===== src/rtl/hconv_stream_filter.sv =====
// Horizontal 3-tap stream filter: one pass per start over an IMG_W x IMG_H frame,
// edge-replicated window, four modes (pass, clamped gradient, abs gradient, smoothing).
module hconv_stream_filter #(
    parameter int IMG_W       = 640,
    parameter int IMG_H       = 480,
    parameter int PIX_W       = 8,
    parameter int START_DELAY = 255
) (
    input  logic             clk,
    input  logic             reset,
    input  logic             start,
    input  logic [1:0]       mode,
    input  logic             in_avail,
    input  logic             out_ready,
    output logic             read_request,
    input  logic [PIX_W-1:0] pixel_i,
    output logic             write_request,
    output logic [PIX_W-1:0] pixel_o,
    output logic             finished,
    output logic             busy
);
    localparam int CW = (IMG_W > 1) ? $clog2(IMG_W) : 1;
    localparam int RW = (IMG_H > 1) ? $clog2(IMG_H) : 1;
    localparam int DW = (START_DELAY > 1) ? $clog2(START_DELAY + 1) : 1;
    localparam int SW = PIX_W + 2;
    localparam logic signed [SW-1:0] MAX = SW'((1 << PIX_W) - 1);
    localparam logic [CW-1:0] COL_LAST = CW'(IMG_W - 1);
    localparam logic [RW-1:0] ROW_LAST = RW'(IMG_H - 1);

    typedef enum logic [2:0] {S_IDLE, S_DELAY, S_RUN, S_DRAIN, S_DONE} state_t;
    localparam state_t LAUNCH = (START_DELAY == 0) ? S_RUN : S_DELAY;

    state_t            state, state_nxt;
    logic [DW-1:0]     dly_cnt;
    logic [1:0]        drain_cnt;
    logic [CW-1:0]     col, dcol;
    logic [RW-1:0]     row;
    logic [1:0]        mode_q;
    logic              dvalid, flush;
    logic [PIX_W-1:0]  l_pix, c_pix, win_r, res;
    logic signed [SW-1:0] sl, sr, diff, mag;
    logic [SW-1:0]     sum;
    logic              start_ok, last_read, emit;

    assign start_ok  = start && (state == S_IDLE || state == S_DONE);
    assign last_read = read_request && col == COL_LAST && row == ROW_LAST;

    always_ff @(posedge clk) begin
        if (!reset) state <= S_IDLE;
        else        state <= state_nxt;
    end

    always_comb begin
        state_nxt = state;
        case (state)
            S_IDLE, S_DONE: if (start) state_nxt = LAUNCH;
            S_DELAY:        if (dly_cnt <= DW'(1)) state_nxt = S_RUN;
            S_RUN:          if (last_read) state_nxt = S_DRAIN;
            S_DRAIN:        if (drain_cnt == 2'd2) state_nxt = S_DONE;
            default:        state_nxt = S_IDLE;
        endcase
    end

    always_comb begin
        read_request = (state == S_RUN) && in_avail && out_ready;
        busy         = (state == S_DELAY) || (state == S_RUN) || (state == S_DRAIN);
        finished     = (state == S_DONE);
    end

    always_ff @(posedge clk) begin
        if (!reset) begin
            dly_cnt   <= '0;
            drain_cnt <= '0;
            col       <= '0;
            row       <= '0;
            dcol      <= '0;
            mode_q    <= '0;
            dvalid    <= 1'b0;
            flush     <= 1'b0;
        end else begin
            if (start_ok) begin
                dly_cnt <= DW'(START_DELAY);
                mode_q  <= mode;
                col     <= '0;
                row     <= '0;
                dcol    <= '0;
            end else begin
                if (state == S_DELAY) dly_cnt <= dly_cnt - DW'(1);
                if (read_request) begin
                    if (col == COL_LAST) begin
                        col <= '0;
                        row <= (row == ROW_LAST) ? '0 : row + RW'(1);
                    end else begin
                        col <= col + CW'(1);
                    end
                end
                if (dvalid) dcol <= (dcol == COL_LAST) ? '0 : dcol + CW'(1);
            end
            drain_cnt <= (state == S_DRAIN) ? drain_cnt + 2'd1 : 2'd0;
            dvalid    <= read_request;
            flush     <= dvalid && dcol == COL_LAST;
        end
    end

    // Flush replicates the right edge; it can never coincide with a column>=1 arrival.
    assign emit  = (dvalid && dcol != '0) || flush;
    assign win_r = flush ? c_pix : pixel_i;

    always_comb begin
        sl   = $signed({2'b00, l_pix});
        sr   = $signed({2'b00, win_r});
        diff = sr - sl;
        mag  = diff[SW-1] ? -diff : diff;
        sum  = {2'b00, l_pix} + {1'b0, c_pix, 1'b0} + {2'b00, win_r} + SW'(2);
        res  = c_pix;
        case (mode_q)
            2'd1: begin
                if (diff < 0)        res = '0;
                else if (diff > MAX) res = MAX[PIX_W-1:0];
                else                 res = diff[PIX_W-1:0];
            end
            2'd2: res = (mag > MAX) ? MAX[PIX_W-1:0] : mag[PIX_W-1:0];
            2'd3: res = sum[SW-1:2];
            default: res = c_pix;
        endcase
    end

    always_ff @(posedge clk) begin
        if (!reset) begin
            l_pix         <= '0;
            c_pix         <= '0;
            write_request <= 1'b0;
            pixel_o       <= '0;
        end else begin
            write_request <= emit;
            if (emit) pixel_o <= res;
            if (dvalid) begin
                l_pix <= (dcol == '0) ? pixel_i : c_pix;
                c_pix <= pixel_i;
            end
        end
    end
endmodule


===== config.mk =====
export PLATFORM = sky130hd
export DESIGN_NAME = hconv_stream_filter
export DESIGN_NICKNAME = d
export VERILOG_FILES = /design/src/rtl/hconv_stream_filter.sv
export SDC_FILE = /design/constraint.sdc
export NUM_CORES = 1
export LEC_CHECK = 0
export BUFFER_PORTS_ARGS = -buffer_cell sky130_fd_sc_hd__buf_2
export CORE_ASPECT_RATIO = 0.9
export CORE_MARGIN = 4
export CORE_UTILIZATION = 44
export CTS_CLUSTER_SIZE = 10
export DETAILED_ROUTE_END_ITERATION = 8
export SKIP_LAST_GASP = 1
export SYNTH_ARGS = -nofsm -noshare
export SYNTH_HDL_FRONTEND = slang
export SYNTH_SLANG_ARGS = --single-unit
export TNS_END_PERCENT = 20

===== constraint.sdc =====
create_clock -name clk -period 9.32 [get_ports clk]
set_input_delay 1.864 -clock clk [delete_from_list [all_inputs] [get_ports clk]]
set_output_delay 1.864 -clock clk [all_outputs]
set_load 0.01 [all_outputs]

# After elaboration in Yosys (flattened, before gate mapping)
# Index checks and enable logic that the tools add are counted.
dict set report classes {
  addsub 10
  n_lt_le_gt_ge 4
  eq_ne 15
  mux 17
  bitwise 1
  n_reduce_logical 20
}
# op count
set ops {}
lappend ops {{8-bit 2-to-1 mux} 7}
lappend ops {{10-bit 2-to-1 mux} 3}
lappend ops {{8-bit one-hot mux with 3 select lines} 1}
lappend ops {{10-bit by 1-bit adder with 10-bit output, second input constant} 2}
lappend ops {{10-bit == test, second input constant} 2}
lappend ops {{3-bit 2-to-1 mux} 4}
lappend ops {{3-bit one-hot mux with 4 select lines} 1}
lappend ops {{10-bit by 2-bit adder with 10-bit output, second input constant} 1}
lappend ops {{10-bit by 8-bit adder with 10-bit output} 1}
lappend ops {{8-bit by 9-bit adder with 10-bit output} 1}
lappend ops {{10-bit by 9-bit greater-than comparator with 1-bit output, second input constant} 1}
lappend ops {{10-bit logical NOT} 1}
lappend ops {{9-bit negation with 10-bit output} 1}
lappend ops {{10-bit nonzero test} 1}
lappend ops {{9-bit by 1-bit adder with 9-bit output, second input constant} 1}
lappend ops {{9-bit == test, second input constant} 1}
lappend ops {{9-bit greater-than comparator, second input constant} 1}
lappend ops {{9-bit by 1-bit less-than comparator with 1-bit output, second input constant} 1}
lappend ops {{9-bit 2-to-1 mux} 1}
lappend ops {{8-bit by 8-bit subtractor with 9-bit output} 1}
lappend ops {{8-bit by 1-bit less-or-equal comparator with 1-bit output, second input constant} 1}
lappend ops {{2-bit inequality test, second input constant} 4}
lappend ops {{8-bit by 1-bit subtractor with 8-bit output, second input constant} 1}
lappend ops {{1-bit logical AND} 7}
lappend ops {{other kinds (13)} 21}
dict set report totals {
  regBits 71
  input_bits 15
  output_inout_bits 12
  word_cells 80
}

# Depth between registers and ports, before layout
dict set report depth {
  word_depth 7
  mapped_depth 12
  mapped_depth_nobuf 11
}

# Least setup slack after synthesis
# Ideal clock, no wire load.
dict set report synth_path {
  path_type {in2reg}
  from {in pixel_i[5]}
  to {reg pixel_o[6]}
  setup_time_ps 141
  arrival_ps 4339
  t_required_ps 9179
  slack_ps 4840
  path_stages 10
  path_cell_list {mux2_2 fa_1 ha_1 a21o_1 a21o_1 a221oi_2 xnor2_1 nor2_1 a2111oi_0 a221oi_2}
}
dict set report synth_via {
  elab_chain_cells 7
  elab_cells_between_ends 13
  classes_between {add/sub (4); order compare (3); mux (6)}
}
# item line_no
set synth_rtl {}
lappend synth_rtl {{start: declaration} 16} ;# input logic [PIX_W-1:0] pixel_i,
lappend synth_rtl {{8-bit 2-to-1 mux (*)} 107} ;# assign win_r = flush ? c_pix : pixel_i;
lappend synth_rtl {{8-bit by 8-bit subtractor with 9-bit output} 112} ;# diff = sr - sl;
lappend synth_rtl {{9-bit negation with 10-bit output} 113} ;# mag = diff[SW-1] ? -diff : diff;
lappend synth_rtl {{10-bit 2-to-1 mux} 113}
lappend synth_rtl {{10-bit by 9-bit greater-than comparator with 1-bit output} 122} ;# 2'd2: res = (mag > MAX) ? MAX[PIX_W-1:0] : mag[PIX_W-1:0];
lappend synth_rtl {{8-bit 2-to-1 mux} 122}
lappend synth_rtl {{8-bit one-hot mux with 3 select lines (*)} 116} ;# case (mode_q)
lappend synth_rtl {{end signal: assignment} 136} ;# if (emit) pixel_o <= res;
lappend synth_rtl {{end: declaration} 18} ;# output logic [PIX_W-1:0] pixel_o,
# Every way passes the cells marked *; elsewhere a longest branch is shown, timed or not.
# A chain may end at the register's enable or synchronous reset.

# Worst setup path in the final report
dict set report layout_path {
  from {in in_avail}
  to {out read_request}
}
dict set report layout_via {
  elab_chain_cells 2
}
# item line_no
set layout_rtl {}
lappend layout_rtl {{start: declaration} 13} ;# input logic in_avail,
lappend layout_rtl {{1-bit logical AND (2 in series)} 65} ;# read_request = (state == S_RUN) && in_avail && out_ready;
lappend layout_rtl {{end: declaration} 15} ;# output logic read_request,
# Every way passes these cells.

==> insert_results.sql <==
INSERT INTO impl_metrics (metric_group, metric, value, unit) VALUES
('outcome', 'outcome', 'finished, final reports clean', ''),
('clocking', 'h_tree_levels', '3', ''),
('setup_path', 'critPathMaxStageDelay', '0.26', 'ns'),
('pwr', 'power.leakage', '1.85', 'nW'),
('timing', 'count_of_final_setup_violators', '0', ''),
('yosys', 'syn-instance-count', '504', ''),
('cells_and_area', 'instances_no_fill', '654', ''),
('setup_path', 'reg2reg_slack', '5.67', 'ns'),
('worst_hold_path', 'hold_depth', '1', ''),
('drt', 'routed_via_density', '5.53', ''),
('placed_design', 'place_congestion', '0.912', ''),
('yosys', 'synth_async_sr_flop_share', '0', '%'),
('timing', 'tightestPinTransition', '1.09', 'ns'),
('timing', 'final_tns_setup', '0', 'ns'),
('die', 'die-area', '11700', 'sq um'),
('yosys', 'synth_edf_count', '0', ''),
('yosys', 'post_synth.cell_area_avg', '8.78', 'sq um'),
('global_routing', 'grt.overflow.total', '0', ''),
('yosys', 'yosys.cell_types.count', '71', ''),
('clocking', 'clock_tree_from_tritoncts', 'built', ''),
('die', 'initial_utilization', '45.4', '%'),
('global_routing', 'grt_start_max_net_pins', '34', ''),
('setup_path', 'worst-endpoint-arrival', '2.63', 'ns'),
('drt', 'via_count_of_the_routed_design', '3617', ''),
('yosys', 'ys_seq_area_share', '32.1', '%'),
('drt', 'wl_per_cell', '15.2', 'um'),
('flow_run', 'max_cap_viol_count', '0', ''),
('global_routing', 'first_pass_grt_wire_length', '16800', 'um'),
('timing', 'post-route-worst-setup-slack', '4.82', 'ns'),
('timing', 'rsz0062_at_grt', 'false', ''),
('yosys', 'postSynthNetCount', '554', ''),
('drt', 'drt_iter0_markers', '147', ''),
('pwr', 'ir_drop', '0.0827', 'mV'),
('timing', 'finClkSkew', '0.0163', 'ns'),
('clocking', 'clk_latency', '0.34', 'ns'),
('placed_design', 'numPlacedInstances', '639', ''),
('setup_path', 'timing.critical_path.to_type', 'output port', ''),
('setup_path', 'start_kind', 'input pin', ''),
('setup_path', 'critical_path.cell_chain', 'buf_2 > and4bb_1 > and2_1 > buf_2', ''),
('worst_hold_path', 'min_to', 'drain_cnt[0]', ''),
('die', 'row_count', '34', ''),
('cells_and_area', 'finish.net_count', '574', ''),
('global_routing', 'grt_use_total', '17.8', '%'),
('global_routing', 'use_met3', '4.40', '%'),
('global_routing', 'grt_pass1_vias', '3426', ''),
('placed_design', 'port-buffer-count', '26', ''),
('global_routing', 'global_route.usage.met1', '23.7', '%'),
('drt', 'drt-pass1-iter-count', '4', ''),
('global_routing', 'gr-usage-met2', '28.9', '%'),
('die', 'die_height', '103', 'um'),
('drt', 'drcViolationCount', '0', ''),
('clocking', 'clock-root-buffer', 'sky130_fd_sc_hd__clkbuf_8', ''),
('timing', 'period_minus_slack', '4.50', 'ns'),
('cells_and_area', 'syn2layout_area_growth', '8.88', '%'),
('clocking', 'cts-hold-fix-buffers', '0', ''),
('clocking', 'cts_buffer_depth', '2', ''),
('global_routing', 'antenna_found_initial', '0', ''),
('setup_path', 'critical-path-slowest-cell', 'sky130_fd_sc_hd__and4bb_1', ''),
('die', 'pin_count', '27', ''),
('yosys', 'post_synth_instance_area', '4420', 'sq um'),
('die', 'floorplan.core_area', '9740', 'sq um'),
('setup_path', 'crit_fanout', '5', ''),
('setup_path', 'rr_worst_depth', '10', ''),
('cells_and_area', 'post_route_cell_area', '4820', 'sq um'),
('setup_path', 'data_required_time_at_the_worst_endpoint', '7.46', 'ns'),
('die', 'die_w', '114', 'um'),
('pwr', 'power.density', '140', 'nW/um^2'),
('clocking', 'clock_buffer_count_from_cts', '9', ''),
('timing', 'final_min_period_over_clock_period', '48.2', '%'),
('yosys', 'yosys_warnings', '0', ''),
('drt', 'drt.antenna.violating_nets', '0', '');
-- sequential cells by signal, indices dropped and copies added, names as in the netlist --
name / cells
dly_cnt: 8
col: 10
row: 9
write_request: 1
pixel_o: 8
dcol: 10
state: 3
mode_q: 2
c_pix: 8
drain_cnt: 2
dvalid: 1
flush: 1
l_pix: 8
-- kinds of logic (layout without fill, tap and decap cells) --
logic type | after synthesis | count (layout) | synth area share (%)
XOR/XNOR | 39 | 39 | 7.89
buffers and inverters | 45 | 69 | 4.13
AO/OA/AOI/OAI | 111 | 111 | 18.0
AND/OR/NAND/NOR | 173 | 173 | 19.5
adder cells (fa/ha/maj) | 35 | 35 | 11.1
flip-flops | 71 | 71 | 32.1
multiplexers | 30 | 30 | 7.24
-- cells in the final DEF (no fill, tap or decap), types with 4 or more instances in the layout --
| cell type | instances |
|---|---|
| sky130_fd_sc_hd__nand2b_1 | 6 |
| sky130_fd_sc_hd__o21bai_1 | 5 |
| sky130_fd_sc_hd__a211oi_1 | 10 |
| sky130_fd_sc_hd__nor4_1 | 5 |
| sky130_fd_sc_hd__o21ai_0 | 18 |
| sky130_fd_sc_hd__a31oi_1 | 4 |
| sky130_fd_sc_hd__dfxtp_1 | 71 |
| sky130_fd_sc_hd__nand3_1 | 16 |
| sky130_fd_sc_hd__mux2i_1 | 23 |
| sky130_fd_sc_hd__o21a_1 | 5 |
| sky130_fd_sc_hd__or3_1 | 4 |
| sky130_fd_sc_hd__ha_1 | 28 |
| sky130_fd_sc_hd__and3_1 | 6 |
| sky130_fd_sc_hd__inv_1 | 26 |
| sky130_fd_sc_hd__a21oi_1 | 29 |
| sky130_fd_sc_hd__and4_1 | 6 |
| sky130_fd_sc_hd__clkbuf_8 | 9 |
| sky130_fd_sc_hd__nand2_1 | 24 |
| sky130_fd_sc_hd__and2_1 | 4 |
| sky130_fd_sc_hd__xnor2_1 | 17 |
| sky130_fd_sc_hd__nor3_1 | 6 |
| sky130_fd_sc_hd__nand4_1 | 7 |
| sky130_fd_sc_hd__mux2_2 | 6 |
| sky130_fd_sc_hd__fa_1 | 7 |
| sky130_fd_sc_hd__a21o_1 | 5 |
| sky130_fd_sc_hd__nor2_1 | 72 |
| sky130_fd_sc_hd__nor2b_1 | 4 |
| sky130_fd_sc_hd__buf_2 | 26 |
| sky130_fd_sc_hd__xor2_1 | 21 |
-- critical path, delay by kind of cell --
family        cells  cell delay, ns
simple gates      2            0.52
buf+inv           2            0.25
-- area by class of cell --
type | count | area (sq um) | area share [%]
clock buffer | 11 | 131 | 2.73
sequential | 71 | 1420 | 29.5
clock inverter | 4 | 47.5 | 0.987
inverter | 27 | 101 | 2.10
tap | 126 | 158 | 3.27
multi-input combinational | 388 | 2820 | 58.5
timing repair buffer | 27 | 138 | 2.86
-- stage by stage --
stage          hold WS, ns  util (%)  power (mW)
2_1_floorplan        0.392         -       0.420
3_3_place_gp         0.399      47.6       0.447
3_5_place_dp         0.408      47.6       0.449
4_1_cts              0.418      49.4       0.683
5_1_grt              0.435      49.4       0.714
6_report             0.415      49.4       0.677
-- power breakdown --
| part | leakage, nW | internal (mW) | switching (mW) |
|---|---|---|---|
| Combinational | 1.18 | 0.0472 | 0.0730 |
| Sequential | 0.575 | 0.312 | 0.0110 |
| Clock | 0.0892 | 0.122 | 0.111 |
-- cell usage after synthesis, types with 10 or more instances --
master / instances / area, sq um
sky130_fd_sc_hd__o21ai_0: 18 / 90.1
sky130_fd_sc_hd__nor2_1: 72 / 270
sky130_fd_sc_hd__nand2_1: 24 / 90.1
sky130_fd_sc_hd__xor2_1: 21 / 184
sky130_fd_sc_hd__mux2i_1: 23 / 230
sky130_fd_sc_hd__a211oi_1: 10 / 75.1
sky130_fd_sc_hd__inv_1: 26 / 97.6
sky130_fd_sc_hd__ha_1: 28 / 350
sky130_fd_sc_hd__a21oi_1: 29 / 145
sky130_fd_sc_hd__dfxtp_1: 71 / 1420
sky130_fd_sc_hd__clkbuf_1: 11 / 41.3
sky130_fd_sc_hd__xnor2_1: 17 / 149
sky130_fd_sc_hd__nand3_1: 16 / 80.1
-- worst max-delay path by stage --
stage / from / end / slack, ns / depth (start not counted)
finish: in_avail / read_request / 4.82 / 4
global route: pixel_i[5] / pixel_o[6] / 4.66 / 11
CTS: in_avail / read_request / 4.83 / 4
detailed placement: pixel_i[5] / pixel_o[6] / 4.50 / 11
global placement: pixel_i[5] / pixel_o[6] / 4.58 / 11
floorplan: pixel_i[5] / pixel_o[6] / 4.84 / 10
-- layer usage --
layer  up-vias  wire (um)
li1       1843          -
met1      1702       4840
met2        57       4570
met3        15        365
met4         0        166
met5         -          0
(Power assumes the default switching activity.)
